==> src/rtl/core_sram_controller_if.sv <==
// Core-side memory port of the RV32 core, as seen by the SRAM controller.
`timescale 1ns/1ps

interface core_sram_controller_if;
    logic [31:0] memoryAddress;
    logic [3:0]  memoryByteSelect;
    logic        memoryReadEnable;
    logic        memoryWriteEnable;
    logic [31:0] memoryDataWrite;
    logic [31:0] memoryDataRead;
    logic        memoryBusy;
    logic        memoryAccessFault;

    modport master (
        output memoryAddress,
        output memoryByteSelect,
        output memoryReadEnable,
        output memoryWriteEnable,
        output memoryDataWrite,
        input  memoryDataRead,
        input  memoryBusy,
        input  memoryAccessFault
    );

    modport slave (
        input  memoryAddress,
        input  memoryByteSelect,
        input  memoryReadEnable,
        input  memoryWriteEnable,
        input  memoryDataWrite,
        output memoryDataRead,
        output memoryBusy,
        output memoryAccessFault
    );
endinterface

==> src/rtl/core_sram_controller.sv <==
// Bridges the core memory port to a single-port SRAM with one-cycle read latency.
// Misaligned accesses that cross a word boundary are split into two SRAM cycles.
`timescale 1ns/1ps

module core_sram_controller #(
    parameter int unsigned ADDRESS_BITS = 9,
    parameter logic [31:0] BASE_ADDRESS = 32'h0000_0000
) (
    input  logic                    clk,
    input  logic                    rstb,
    core_sram_controller_if.slave   bus,
    output logic                    sram_csb0,
    output logic                    sram_web0,
    output logic [3:0]              sram_wmask0,
    output logic [ADDRESS_BITS-1:0] sram_addr0,
    output logic [31:0]             sram_din0,
    input  logic [31:0]             sram_dout0
);

    localparam int unsigned TAG_LSB = ADDRESS_BITS + 2;

    typedef enum logic [1:0] {
        IDLE,
        READ_LO,
        READ_HI,
        WRITE_HI
    } ControllerState;

    ControllerState state;
    ControllerState nextState;

    logic [31:0]             lowWord;
    logic                    request;
    logic [1:0]              offset;
    logic [7:0]              wideMask;
    logic                    split;
    logic [ADDRESS_BITS-1:0] wordA;
    logic [ADDRESS_BITS-1:0] wordB;
    logic                    inRange;
    logic [63:0]             wideWrite;
    logic [31:0]             byteMaskBits;
    logic [31:0]             alignedLo;
    logic [31:0]             alignedHi;

    assign request      = rstb && (bus.memoryReadEnable || bus.memoryWriteEnable);
    assign offset       = bus.memoryAddress[1:0];
    assign wideMask     = {4'b0000, bus.memoryByteSelect} << offset;
    assign split        = |wideMask[7:4];
    assign wordA        = bus.memoryAddress[TAG_LSB-1:2];
    assign wordB        = wordA + ADDRESS_BITS'(1);
    assign inRange      = (bus.memoryAddress[31:TAG_LSB] == BASE_ADDRESS[31:TAG_LSB])
                          && !(split && (&wordA));
    assign wideWrite    = {32'h0000_0000, bus.memoryDataWrite} << {offset, 3'b000};
    assign byteMaskBits = {{8{bus.memoryByteSelect[3]}}, {8{bus.memoryByteSelect[2]}},
                           {8{bus.memoryByteSelect[1]}}, {8{bus.memoryByteSelect[0]}}};
    assign alignedLo    = sram_dout0 >> {offset, 3'b000};
    assign alignedHi    = 32'({sram_dout0, lowWord} >> {offset, 3'b000});

    // State register; reset abandons any access in flight.
    always_ff @(posedge clk) begin
        if (!rstb) begin
            state <= IDLE;
        end else begin
            state <= nextState;
        end
    end

    // Hold the first word of a split read while the second word is fetched.
    always_ff @(posedge clk) begin
        if (!rstb) begin
            lowWord <= '0;
        end else if (state == READ_LO && split) begin
            lowWord <= sram_dout0;
        end
    end

    // Next-state logic plus SRAM pin and core-response decoding.
    always_comb begin
        nextState             = state;
        sram_csb0             = 1'b1;
        sram_web0             = 1'b1;
        sram_wmask0           = 4'b0000;
        sram_addr0            = '0;
        sram_din0             = '0;
        bus.memoryBusy        = 1'b0;
        bus.memoryAccessFault = 1'b0;
        bus.memoryDataRead    = '0;

        if (rstb) begin
            case (state)
                IDLE: begin
                    if (request) begin
                        if (!inRange) begin
                            bus.memoryAccessFault = 1'b1;
                        end else if (bus.memoryWriteEnable) begin
                            sram_csb0   = 1'b0;
                            sram_web0   = 1'b0;
                            sram_wmask0 = wideMask[3:0];
                            sram_addr0  = wordA;
                            sram_din0   = wideWrite[31:0];
                            if (split) begin
                                bus.memoryBusy = 1'b1;
                                nextState      = WRITE_HI;
                            end
                        end else begin
                            sram_csb0      = 1'b0;
                            sram_addr0     = wordA;
                            bus.memoryBusy = 1'b1;
                            nextState      = READ_LO;
                        end
                    end
                end
                READ_LO: begin
                    if (split) begin
                        sram_csb0      = 1'b0;
                        sram_addr0     = wordB;
                        bus.memoryBusy = 1'b1;
                        nextState      = READ_HI;
                    end else begin
                        bus.memoryDataRead = alignedLo & byteMaskBits;
                        nextState          = IDLE;
                    end
                end
                READ_HI: begin
                    bus.memoryDataRead = alignedHi & byteMaskBits;
                    nextState          = IDLE;
                end
                WRITE_HI: begin
                    sram_csb0   = 1'b0;
                    sram_web0   = 1'b0;
                    sram_wmask0 = wideMask[7:4];
                    sram_addr0  = wordB;
                    sram_din0   = wideWrite[63:32];
                    nextState   = IDLE;
                end
                default: begin
                    nextState = IDLE;
                end
            endcase
        end
    end

endmodule

==> src/flat_wrapper.sv <==
// flat-port wrapper written by rule: the top's interface ports become plain ports
module core_sram_controller_flat 
#(
    parameter int unsigned ADDRESS_BITS = 9,
    parameter logic [31:0] BASE_ADDRESS = 32'h0000_0000
)
  (clk, rstb, sram_csb0, sram_web0, sram_wmask0, sram_addr0, sram_din0, sram_dout0, bus_memoryAddress, bus_memoryByteSelect, bus_memoryReadEnable, bus_memoryWriteEnable, bus_memoryDataWrite, bus_memoryDataRead, bus_memoryBusy, bus_memoryAccessFault);
  core_sram_controller_if bus_i ();
  input  logic clk;
  input  logic rstb;
  output logic sram_csb0;
  output logic sram_web0;
  output logic [3:0] sram_wmask0;
  output logic [ADDRESS_BITS-1:0] sram_addr0;
  output logic [31:0] sram_din0;
  input  logic [31:0] sram_dout0;
  input wire logic [$bits(bus_i.memoryAddress)-1:0] bus_memoryAddress;
  input wire logic [$bits(bus_i.memoryByteSelect)-1:0] bus_memoryByteSelect;
  input wire logic [$bits(bus_i.memoryReadEnable)-1:0] bus_memoryReadEnable;
  input wire logic [$bits(bus_i.memoryWriteEnable)-1:0] bus_memoryWriteEnable;
  input wire logic [$bits(bus_i.memoryDataWrite)-1:0] bus_memoryDataWrite;
  output wire logic [$bits(bus_i.memoryDataRead)-1:0] bus_memoryDataRead;
  output wire logic [$bits(bus_i.memoryBusy)-1:0] bus_memoryBusy;
  output wire logic [$bits(bus_i.memoryAccessFault)-1:0] bus_memoryAccessFault;
  assign bus_i.memoryAddress = bus_memoryAddress;
  assign bus_i.memoryByteSelect = bus_memoryByteSelect;
  assign bus_i.memoryReadEnable = bus_memoryReadEnable;
  assign bus_i.memoryWriteEnable = bus_memoryWriteEnable;
  assign bus_i.memoryDataWrite = bus_memoryDataWrite;
  assign bus_memoryDataRead = bus_i.memoryDataRead;
  assign bus_memoryBusy = bus_i.memoryBusy;
  assign bus_memoryAccessFault = bus_i.memoryAccessFault;
  core_sram_controller #(.ADDRESS_BITS(ADDRESS_BITS), .BASE_ADDRESS(BASE_ADDRESS)) u_core (.clk(clk), .rstb(rstb), .bus(bus_i), .sram_csb0(sram_csb0), .sram_web0(sram_web0), .sram_wmask0(sram_wmask0), .sram_addr0(sram_addr0), .sram_din0(sram_din0), .sram_dout0(sram_dout0));
endmodule
==> config.mk <==
export PLATFORM = sky130hd
export DESIGN_NAME = core_sram_controller_flat
export DESIGN_NICKNAME = d
export VERILOG_FILES = /design/src/rtl/core_sram_controller_if.sv /design/src/rtl/core_sram_controller.sv /design/src/flat_wrapper.sv
export SDC_FILE = /design/constraint.sdc
export NUM_CORES = 1
export LEC_CHECK = 0
export CAP_MARGIN = 20
export CELL_PAD_IN_SITES_DETAIL_PLACEMENT = 1
export CELL_PAD_IN_SITES_GLOBAL_PLACEMENT = 1
export CORE_ASPECT_RATIO = 0.75
export CORE_MARGIN = 1
export CORE_UTILIZATION = 30
export DETAILED_ROUTE_END_ITERATION = 7
export HOLD_SLACK_MARGIN = 0.1
export PLACE_DENSITY_LB_ADDON = 0.1
export SETUP_SLACK_MARGIN = 0.1
export SKIP_CTS_REPAIR_TIMING = 1
export SYNTH_ARGS = -nofsm -noshare
export SYNTH_HDL_FRONTEND = slang
export SYNTH_SLANG_ARGS = --single-unit
export TNS_END_PERCENT = 50
==> constraint.sdc <==
create_clock -name clk -period 2.8 [get_ports clk]
set_input_delay 0.28 -clock clk [delete_from_list [all_inputs] [get_ports clk]]
set_output_delay 0.28 -clock clk [all_outputs]
set_load 0.02 [all_outputs]
==> metrics.md, run 1 <==
| Metric | Value |
|---|---|
| EDFF count, synth | 0 |
| Skew final | approximately 0.0038 ns |
| Synth-to-layout area growth | 63.90% |
| Number of synthesis warnings | 0 |
| Share of layout cells above drive strength 1 | 0.2353 |
| Setup violators final | 3 |
| Worst slack at placement | -0.8292 ns |
| Leak pwr | 0.003544 uW |
| Avg Synthesized Cell Area | about 7.3 sq um |
| Nets | 909 |
| Multiplexer share of the synthesized area | 0.2041 |
| Post-Synth Simple-Gate Area | 0.2374 |
| GRT Residual Overflow | 0 |
| Tightest Pin Transition | 0.8043 ns |
| Gate count after technology mapping | 590 |
| Count of different cell masters after synthesis | 49 |
| Logic pwr share | 0.280 |
| Largest net degree at the start of global routing | 51 |
| Clock tree sinks | 34 |
| Synth Cell Area | 4322 sq um |
| Worst-path fanout max | just over 40 |
| Critical path type | register to primary output |
| Clk pwr share | 0.437 |
| Cell Int Power | between 1000 and 1500 uW |
| Chip Height | approximately 110 microns |
| Top Ports | approximately 190 |
| Iter 0 DRT Violations | slightly above 300 |
| Synth Flop Type | dfxtp_1 |
| Horiz. Die Dim | between 100 and 150 microns |
| Critical Path RT | between 2 and 3 ns |
| Site row count | 37 |
| Sw Pwr | around 470 uW |
| Clk_lat worst skew | between 0.2 and 0.3 ns |
| Global Route Usage Sum | 0.2561 |
| Status | finished with violations |
| Vias | around 5500 |
| Flops & latches, synth | 34 |
| Synth Area in Compound Gates | 0.3153 |
| Worst-path clk slew | 0.06 ns |
| Post-synthesis adder-cell area fraction | 0.02027 |
| Worst Hold Class | register to register |
| Ant diodes | 0 |
| Post-synth top cells | nand2_1, mux2i_1, nor2_1, dfxtp_1 |
| HPWL after detailed placement | around 15000 microns |
| Worst slew margin | 0.4627 |
| Max-slew violation count | 0 |
| Crit path capture type | primary output |
| DRT antenna net count | 0 |
| Worst vdd ir | 0.1901 mV |
| Failing checks | negative setup slack |
| DRC | 0 |
| Hold Fails Final Rpt | 0 |
| Initial antenna violation count | 0 |
| Startpoint Class | register |
| Post-layout util | 0.5100 |
| First-pass GRT wire length | 29640 microns |
| Wire length per cell | slightly above 20 microns |
| Maxcap violations | 0 |
| Die Footprint | ~15000 sq um |
| Max Root-Sink Buffers | 2 |
| Core area | about 14000 sq um |
| Num CTS Buffers | 5 |
| I/O Buffers | around 180 |
| Synth top area share | 0.1575 |
| Cell taking the most area after synthesis | dfxtp_1 |
| Largest family of logic cells by synthesized area | compound AO/OA/AOI/OAI gates |
| Vias per cell | 5.682 |
| Hold Slack | 0.4629 ns |
| RSZ-0062 raised after global routing | true |
| Largest cells by area after synthesis | dfxtp_1, mux2i_1, nand2_1, mux2_2, a21boi_0 |
| Max H-tree Level | 2 |
| Ys async rst share | 0 |
| Post-route setup TNS | -0.2196 ns |
| Vias in the first global route | 5440 |
| Syn nets | around 700 |
| CTS tree | built |
| FMAX | ~350 MHz |
| Starting density of the core | 0.3112 |
| Tmin final | approximately 2.9 ns |
| Clk root buf | clkbuf_16 |
| Pre-Repair DR Iteration Count | 4 |
| Routed Wire Length | between 20000 and 25000 microns |
| Routability cong. | roughly 0.90 |
| Crit path DAT | about 2.6 ns |
| Pwr per Cell Area | 241.6 nW/um^2 |
| Net Sw Frac | 0.2725 |
| Most numerous cell in the Yosys netlist | nand2_1 |
| Setup WS post-layout | -0.09003 ns |
| Xor/xnor share of the synthesized area | 0 |
| Sequential fraction of the synthesis area | 0.1575 |
| Flop pwr share | 0.283 |
| Final period utilization | 1.032 |
[worst paths after layout]
check / from / to / cells after the start / slack (ns)
max: u_core.state[0]$_SDFFE_PN0P_ / bus_memoryDataRead[26] / 8 / -0.09
min: u_core.lowWord[0]$_SDFFE_PN0P_ / u_core.lowWord[0]$_SDFFE_PN0P_ / 2 / 0.46
max reg2reg: u_core.state[1]$_SDFFE_PN0P_ / u_core.lowWord[9]$_SDFFE_PN0P_ / 7 / 0.98
min reg2reg: u_core.lowWord[0]$_SDFFE_PN0P_ / u_core.lowWord[0]$_SDFFE_PN0P_ / 2 / 0.46
[critical path, cell delays in order, from the launching register on]
cell and delay, ns:
dfxtp_1 0.40, inv_1 0.12, ha_1 0.24, buf_12 0.19, and3_1 0.20, a311oi_1 0.38
o22a_1 0.21, nor2_1 0.04, clkdlybuf4s50_1 0.54
[through the flow]
step / area, sq um / cells / total power, uW
CTS: 6860 / 969 / 1701
global placement: 6666 / 961 / 939.7
finish: 7083 / 974 / 1711
floorplan: 4322 / 590 / 692.7
detailed placement: 6666 / 961 / 952.0
global route: 7083 / 974 / 1776
[kinds of logic (layout without fill, tap and decap cells)]
kind of cell | Yosys count | after routing
AOI/OAI and AO/OA | 182 | 182
buffers and inverters | 63 | 270
DFF | 34 | 34
and+or+nand+nor | 220 | 222
adders and majority gates | 7 | 7
muxes | 84 | 84
[power groups by stage]
stage,logic [uW],clock network [uW],registers [uW]
2_1_floorplan,198,0,494
3_3_place_gp,445,0,494
3_5_place_dp,458,0,494
4_1_cts,460,757,484
5_1_grt,511,782,483
6_report,479,749,484
[registers in the layout (all words and copies together) (netlist names)]
| signal | count |
|---|---|
| u_core.lowWord | 32 |
| u_core.state | 2 |
[metal layers]
layer | share of wire | track usage | up-vias
met5 | 0 | 0 | -
met4 | 0.024 | 0.07919 | 0
met3 | 0.052 | 0.03243 | 33
met2 | 0.45 | 0.4139 | 168
met1 | 0.48 | 0.3543 | 2745
li1 | - | - | 2588
[layout by cell type (no fill, tap or decap), drive strengths merged, types with 29 or more instances in the layout]
cell type,instances
clkdlybuf4s50,98
buf,87
o21ai,29
dfxtp,34
mux2i,51
a21boi,33
nand2,112
nor2,51
dlymetal6s2s,47
mux2,33
a211oi,33
[layout make-up]
| class | count | area (sq um) |
|---|---|---|
| Tap cell | 175 | 219.0 |
| Clock buffer | 5 | 125.1 |
| Fill cell | 1669 | 6805 |
| Timing Repair Buffer | 249 | 2391 |
| Clock inverter | 3 | 68.82 |
| Sequential cell | 34 | 680.7 |
| Inverter | 13 | 48.80 |
| Multi-Input combinational cell | 495 | 3550 |
No activity file was read; power rests on OpenSTA's default activity.
==> run 2: changes to the inputs <==
--- a/config.mk
+++ b/config.mk
@@ -11,6 +11,7 @@
 export CORE_ASPECT_RATIO = 0.75
 export CORE_MARGIN = 1
 export CORE_UTILIZATION = 30
+export CTS_CLUSTER_DIAMETER = 200
 export DETAILED_ROUTE_END_ITERATION = 7
 export HOLD_SLACK_MARGIN = 0.1
 export PLACE_DENSITY_LB_ADDON = 0.1
==> results of run 2 <==
The final DEF is identical to that of run 1; final timing and power are the same.
==> run 3: changes to the inputs <==
--- a/config.mk
+++ b/config.mk
@@ -5,6 +5,7 @@
 export SDC_FILE = /design/constraint.sdc
 export NUM_CORES = 1
 export LEC_CHECK = 0
+export ABC_CLOCK_PERIOD_IN_PS = 2800
 export CAP_MARGIN = 20
 export CELL_PAD_IN_SITES_DETAIL_PLACEMENT = 1
 export CELL_PAD_IN_SITES_GLOBAL_PLACEMENT = 1
@@ -13,10 +14,10 @@
 export CORE_UTILIZATION = 30
 export CTS_CLUSTER_DIAMETER = 200
 export DETAILED_ROUTE_END_ITERATION = 7
+export GPL_ROUTABILITY_DRIVEN = 0
 export HOLD_SLACK_MARGIN = 0.1
 export PLACE_DENSITY_LB_ADDON = 0.1
 export SETUP_SLACK_MARGIN = 0.1
-export SKIP_CTS_REPAIR_TIMING = 1
 export SYNTH_ARGS = -nofsm -noshare
 export SYNTH_HDL_FRONTEND = slang
 export SYNTH_SLANG_ARGS = --single-unit
==> run 3 against run 2 <==
  * The flow now finishes without violations
  * Wire length is 0.92% lower
  * Clock power is 26% lower
  * First-iteration DRC count is 14% higher
  * Sequential power hardly changed
  * Flip-flop and latch count stayed put
  * Fmax is 6.3% higher
  * Total power is 11% lower
  * Sequential share of layout area is 0.24 points higher
  * Critical path type is now primary input to primary output
  * Largest power group unchanged
==> metrics.md, run 3 (synthesis gave the netlist of run 1 again) <==
| Metric | Value |
|---|---|
| Status | completed (was finished with violations) |
| Wire length per cell | 20.54 microns (was 20.73 microns) |
| Leak pwr | 0.003029 uW (was 0.003544 uW) |
| Pwr per Cell Area | 219.2 nW/um^2 (was 241.6 nW/um^2) |
| FMAX | 368.0 MHz (was 346.0 MHz) |
| Worst slew margin | 0.4900 (was 0.4627) |
| Hold Slack | 0.4628 ns (was 0.4629 ns) |
| Initial antenna violation count | 0 (unchanged) |
| Worst path max stage delay | 0.42 ns (was 0.54 ns) |
| Iter 0 DRT Violations | 354 (was 311) |
| Setup violators final | 0 (was 3) |
| Critical path type | primary input to primary output (was register to primary output) |
| Routed Wire Length | 20010 microns (was 20190 microns) |
| Nets | 911 (was 909) |
| Num CTS Buffers | 5 (unchanged) |
| Share of layout cells above drive strength 1 | 0.2566 (was 0.2353) |
| Final period utilization | 0.9705 (was 1.032) |
| Clk_lat worst skew | 0.29 ns (about the same) |
| Chip Height | 105.9 microns (unchanged) |
| Largest net degree at the start of global routing | 46 (was 51) |
| Core area | 13890 sq um (unchanged) |
| Global Route Usage Sum | 0.2695 (was 0.2561) |
| Most used cells in the layout excluding fill and tap cells | nand2_1, clkdlybuf4s50_1, buf_4 (unchanged) |
| Post-layout util | 0.4986 (was 0.5100) |
| Vias in the first global route | 5651 (was 5440) |
| Worst slack at placement | -0.7895 ns (was -0.8292 ns) |
| Site row count | 37 (unchanged) |
| Startpoint Class | primary input (was register) |
| CP most frequent cell | buf_6 |
| Crit path capture type | primary output (unchanged) |
| Pre-Repair DR Iteration Count | 4 (unchanged) |
| DRC | 0 (unchanged) |
| Post-route setup TNS | 0 ns (was -0.2196 ns) |
| Top Ports | 185 (unchanged) |
| Crit path DAT | 2.44 ns (was 2.61 ns) |
| Worst Hold Class | register to register (unchanged) |
| CTS tree | built (unchanged) |
| Horiz. Die Dim | 140.6 microns (unchanged) |
| Setup WS post-layout | 0.08253 ns (was -0.09003 ns) |
| Clock tree sinks | 34 (unchanged) |
| Max H-tree Level | 2 (unchanged) |
| Die Footprint | 14890 sq um (unchanged) |
| Maxcap violations | 0 (unchanged) |
| Max-slew violation count | 0 (unchanged) |
| DRT antenna net count | 0 (unchanged) |
| Max Root-Sink Buffers | 2 (unchanged) |
| Tightest Pin Transition | 0.7634 ns (was 0.8043 ns) |
| Buf/Inv on CP | 5 (was 3) |
| Starting density of the core | 0.3112 (unchanged) |
| CP delay by family, top | buffers and inverters (unchanged) |
| Ant diodes | 0 (unchanged) |
| Worst vdd ir | 0.1929 mV (was 0.1901 mV) |
| Worst path cell trace | clkdlybuf4s50_1 > nor4_2 > nand4_1 > buf_6 > nor3_4 > buf_6 > buf_12 > nand4_4 > o22ai_2 > buf_6 (was inv_1 > ha_1 > buf_12 > and3_1 > a311oi_1 > o22a_1 > nor2_1 > clkdlybuf4s50_1) |
| Worst-path clk slew | 0.05 ns (was 0.06 ns) |
| Critical Path RT | 2.52 ns (about the same) |
| Synth-to-layout area growth | 60.22% (was 63.90%) |
| Hold Fails Final Rpt | 0 (unchanged) |
| Crit-path slowest cell | clkdlybuf4s50_1 (unchanged) |
| Biggest regs | u_core.lowWord x32, u_core.state x2 (unchanged) |
| Skew final | 0.004891 ns (was 0.003808 ns) |
| Vias per cell | 5.569 (was 5.682) |
| Worst-path fanout max | 5 (was 41) |
| I/O Buffers | 184 (unchanged) |
| Commonest non-fill, non-tap cell in the layout | nand2_1 (unchanged) |
| Tmin final | 2.717 ns (was 2.890 ns) |
| Max reg flops | 32 (unchanged) |
| Vias | 5424 (was 5534) |
| First-pass GRT wire length | 31380 microns (was 29640 microns) |
| RSZ-0062 raised after global routing | true (unchanged) |
| HPWL after detailed placement | 14930 microns (about the same) |
| GRT Residual Overflow | 0 (unchanged) |
| Reg with most FFs | u_core.lowWord (unchanged) |
| Clk root buf | clkbuf_16 (unchanged) |
## run 3: cell types whose count changed in the layout (fill, tap and decap cells not counted), moves of 4 or more
cell,previous run,this run
clkdlybuf4s50_1,98,91
dlymetal6s2s_1,47,10
buf_2,8,13
dlygate4sd2_1,0,33
o22ai_1,10,6
o22ai_2,6,11
clkdlybuf4s15_2,0,5
## run 3: what timing repair did
item	in CTS	in global routing
hold buffers	0	0
setup endpoints to repair	80	68
pin swaps	8	10
cloned	2	0
setup buffers	4	0
gates resized for setup	216	61
## run 3: area by class of cell
type / instances / area (sq um)
fillers: 1705 / 6964
multi-input cells: 495 / 3581
repair buffers: 251 / 2255
flip-flops and latches: 34 / 681.9
well taps: 175 / 219.0
clock buffers: 6 / 138.9
inverters: 13 / 48.80
## run 3: layer usage
layer,vias to the layer above,GRT usage,share of wire
met5,-,0,0
met4,0,0.07220,0.018
met3,21,0.04910,0.064
met2,161,0.4379,0.46
met1,2647,0.3657,0.46
li1,2595,-,-
## run 3: power breakdown
group	total (uW)	switching [uW]	internal (uW)
Combinational	478	229	249
Clock	556	212	344
Sequential	484	0.0000667	484
## run 3: through the flow
stage          instance area [sq um]  power (uW)  std cells
2_1_floorplan                   4322       692.7        590
6_report                        6924        1518        974
5_1_grt                         6924        1584        974
3_5_place_dp                    6661       950.0        962
3_3_place_gp                    6661       939.5        962
4_1_cts                         6889        1522        974
## run 3: final timing paths
check | from | to | depth (start not counted) | slack [ns]
max | bus_memoryAddress[17] | sram_din0[2] | 10 | 0.08
min | u_core.lowWord[2]$_SDFFE_PN0P_ | u_core.lowWord[2]$_SDFFE_PN0P_ | 2 | 0.46
max reg2reg | u_core.state[1]$_SDFFE_PN0P_ | u_core.lowWord[24]$_SDFFE_PN0P_ | 7 | 0.91
min reg2reg | u_core.lowWord[2]$_SDFFE_PN0P_ | u_core.lowWord[2]$_SDFFE_PN0P_ | 2 | 0.46
## run 3: worst reg2reg max path, cell delays in order, from the launching register on
cell      delay, ns
dfxtp_1        0.34
inv_1          0.14
ha_2           0.24
buf_4          0.19
and3_1         0.19
buf_4          0.37
nand2_1        0.12
a21boi_0       0.20
==> RTL change (settings of run 3) <==
Put a register stage on the output `sram_csb0`, cleared by the reset. The value now appears one clock later. The other outputs are not delayed to match.
--- a/src/rtl/core_sram_controller.sv
+++ b/src/rtl/core_sram_controller.sv
@@ -25,6 +25,8 @@
         READ_HI,
         WRITE_HI
     } ControllerState;
+
+    logic sram_csb0_d;
 
     ControllerState state;
     ControllerState nextState;
@@ -77,7 +79,7 @@
     // Next-state logic plus SRAM pin and core-response decoding.
     always_comb begin
         nextState             = state;
-        sram_csb0             = 1'b1;
+        sram_csb0_d           = 1'b1;
         sram_web0             = 1'b1;
         sram_wmask0           = 4'b0000;
         sram_addr0            = '0;
@@ -93,7 +95,7 @@
                         if (!inRange) begin
                             bus.memoryAccessFault = 1'b1;
                         end else if (bus.memoryWriteEnable) begin
-                            sram_csb0   = 1'b0;
+                            sram_csb0_d = 1'b0;
                             sram_web0   = 1'b0;
                             sram_wmask0 = wideMask[3:0];
                             sram_addr0  = wordA;
@@ -103,7 +105,7 @@
                                 nextState      = WRITE_HI;
                             end
                         end else begin
-                            sram_csb0      = 1'b0;
+                            sram_csb0_d    = 1'b0;
                             sram_addr0     = wordA;
                             bus.memoryBusy = 1'b1;
                             nextState      = READ_LO;
@@ -112,7 +114,7 @@
                 end
                 READ_LO: begin
                     if (split) begin
-                        sram_csb0      = 1'b0;
+                        sram_csb0_d    = 1'b0;
                         sram_addr0     = wordB;
                         bus.memoryBusy = 1'b1;
                         nextState      = READ_HI;
@@ -126,7 +128,7 @@
                     nextState          = IDLE;
                 end
                 WRITE_HI: begin
-                    sram_csb0   = 1'b0;
+                    sram_csb0_d = 1'b0;
                     sram_web0   = 1'b0;
                     sram_wmask0 = wideMask[7:4];
                     sram_addr0  = wordB;
@@ -140,5 +142,13 @@
         end
     end
 
+    always_ff @(posedge clk) begin
+        if (!rstb) begin
+            sram_csb0 <= '0;
+        end else begin
+            sram_csb0 <= sram_csb0_d;
+        end
+    end
+
 endmodule
 
Function: changed (a bounded check fails within 4 cycles, from zero or initial values and one cycle with rstb low).
==> RTL change against run 3 <==
Sequential cell count up 1; register-to-register slack better by 40 ps; worst setup slack gained 52 ps; global-route usage is 0.40 points lower; maximum frequency grew 2.0%; routed wire length is 0.10% lower; highest routed layer unchanged; power grew 7.4%; final area grew 1.7%; clock skew rose by 2.7 ps; synthesized area fell by 1.2%; sequential share of layout area is 0.10 points higher.
==> RTL change: results (changes against run 3) <==
* Pin count of the biggest net entering global routing at 64 (was 46)
* Met2 Use GR at 42.79% (was 43.79%)
* Total GRT Usage at 26.55% (was 26.95%)
* Final HPWL DP at 14.59 mm (was 14.93 mm)
* Area share of buffers outside the clock network at 33.61% (was 32.56%)
* Final std cells w/o fill at 989 (was 974)
* Clock buffer count at 5 (was 6)
* Sw frac at 28.78% (was 29.04%)
* Non-Clock Buffer Count at 259 (was 251)
* Regs by FF count: u_core.lowWord (32), u_core.state (2), u_core.sram_csb0 (1) (was u_core.lowWord (32), u_core.state (2))
* Vias in the first global route at 5634 (was 5651)
* Yosys warnings at 0 (unchanged)
* Clk. pwr at 649 µW (was 556 µW)
* Rel. slew slack at 61.13% (was 49.00%)
* Nets at 924 (was 911)
* Syn nets at 708 (was 701)
* Design Area, Final at 7041 µm² (was 6924 µm²)
* Commonest cells post-synth: nand2_1 (130), nor2_1 (59), mux2i_1 (43), dfxtp_1 (35), a21boi_0 (34) (was nand2_1 (112), mux2i_1 (51), nor2_1 (51), dfxtp_1 (34))
* Inverter count at 5 (was 13)
* Outcome: complete, no violations (unchanged)
* Dpl cells at 974 (was 962)
* Post-Synth Adder-Cell Area at 2.050% (was 2.027%)
* Metal-1 WL at 9.416 mm (was 9.139 mm)
* DR vias/cell at 5.519 (was 5.569)
* CP arrival at 2390 ps (was 2440 ps)
* Fill cell count at 1670 (was 1705)
* Met2 Routed Length at 9.047 mm (was 9.226 mm)
* Met1 GRT Util at 37.35% (was 36.57%)
* Placed cell area at 6671 µm² (was 6661 µm²)
* Multiplexer share of the synthesized area at 18.78% (was 20.41%)
* Post-synthesis sequential area ratio at 16.40% (was 15.75%)
* Syn Area/Cell at 7.155 µm² (was 7.325 µm²)
* Multi-In Gates at 507 (was 495)
* Flop pwr share at 30.6% (was 31.9%)
* Dominant cells by area after synthesis: dfxtp_1 (16%), nand2_1 (11%), mux2i_1 (10%) (was dfxtp_1 (16%), mux2i_1 (12%), nand2_1 (9.7%))
* Leakage Power at 0.002992 µW (was 0.003029 µW)
* Crit-path max FO at 22 (was 5)
* Grt met3 use at 3.726% (was 4.910%)
* Number of distinct library cells after synthesis at 46 (was 49)
* WL final at 19.99 mm (was 20.01 mm)
* Worst VDD drop at 0.1980 mV (was 0.1929 mV)
* Setup Skew at 7.564 ps (was 4.891 ps)
* Sw Pwr at 469.2 µW (was 440.8 µW)
* Multi-input gate area at 3567 µm² (was 3581 µm²)
* Share of cells above drive strength 1 at 27.03% (was 25.66%)
* Initial DRC Count at 290 (was 354)
* First-pass GRT wire length at 31.19 mm (was 31.38 mm)
* Compound-gate portion of the synthesized area at 32.89% (was 31.53%)
## RTL change: worst paths after layout
kind | cells past startpoint | from | to
min | 2 | u_core.lowWord[1] | u_core.lowWord[1]
max reg2reg | 7 | u_core.state[1] | u_core.lowWord[18]
min reg2reg | 2 | u_core.lowWord[1] | u_core.lowWord[1]
max | 8 | u_core.state[0] | bus_memoryDataRead[27]
## RTL change: repair_timing
action,CTS,global route
pin swaps,13,9
gates resized for setup,311,39
buffers inserted,5,0
gates cloned,3,0
setup endpoints to repair,80,65
## RTL change: through the flow
stage	util, %	setup slack (ps)	hold slack (ps)
finish	51.03	134.7	461.9
detailed placement	48.36	-770.5	456.7
CTS	50.45	106.2	466.4
global placement	48.36	-643.4	446.7
global route	51.03	26.85	475.2
floorplan	-	-35.52	424.9
## RTL change: worst max-delay path: stages, from the launching register on
cell and delay, ps:
dfxtp_1 390, inv_1 100, ha_1 280, buf_12 180, and3_1 210, a311oi_1 380
o22a_1 190, nor2_1 40, dlygate4sd2_1 320
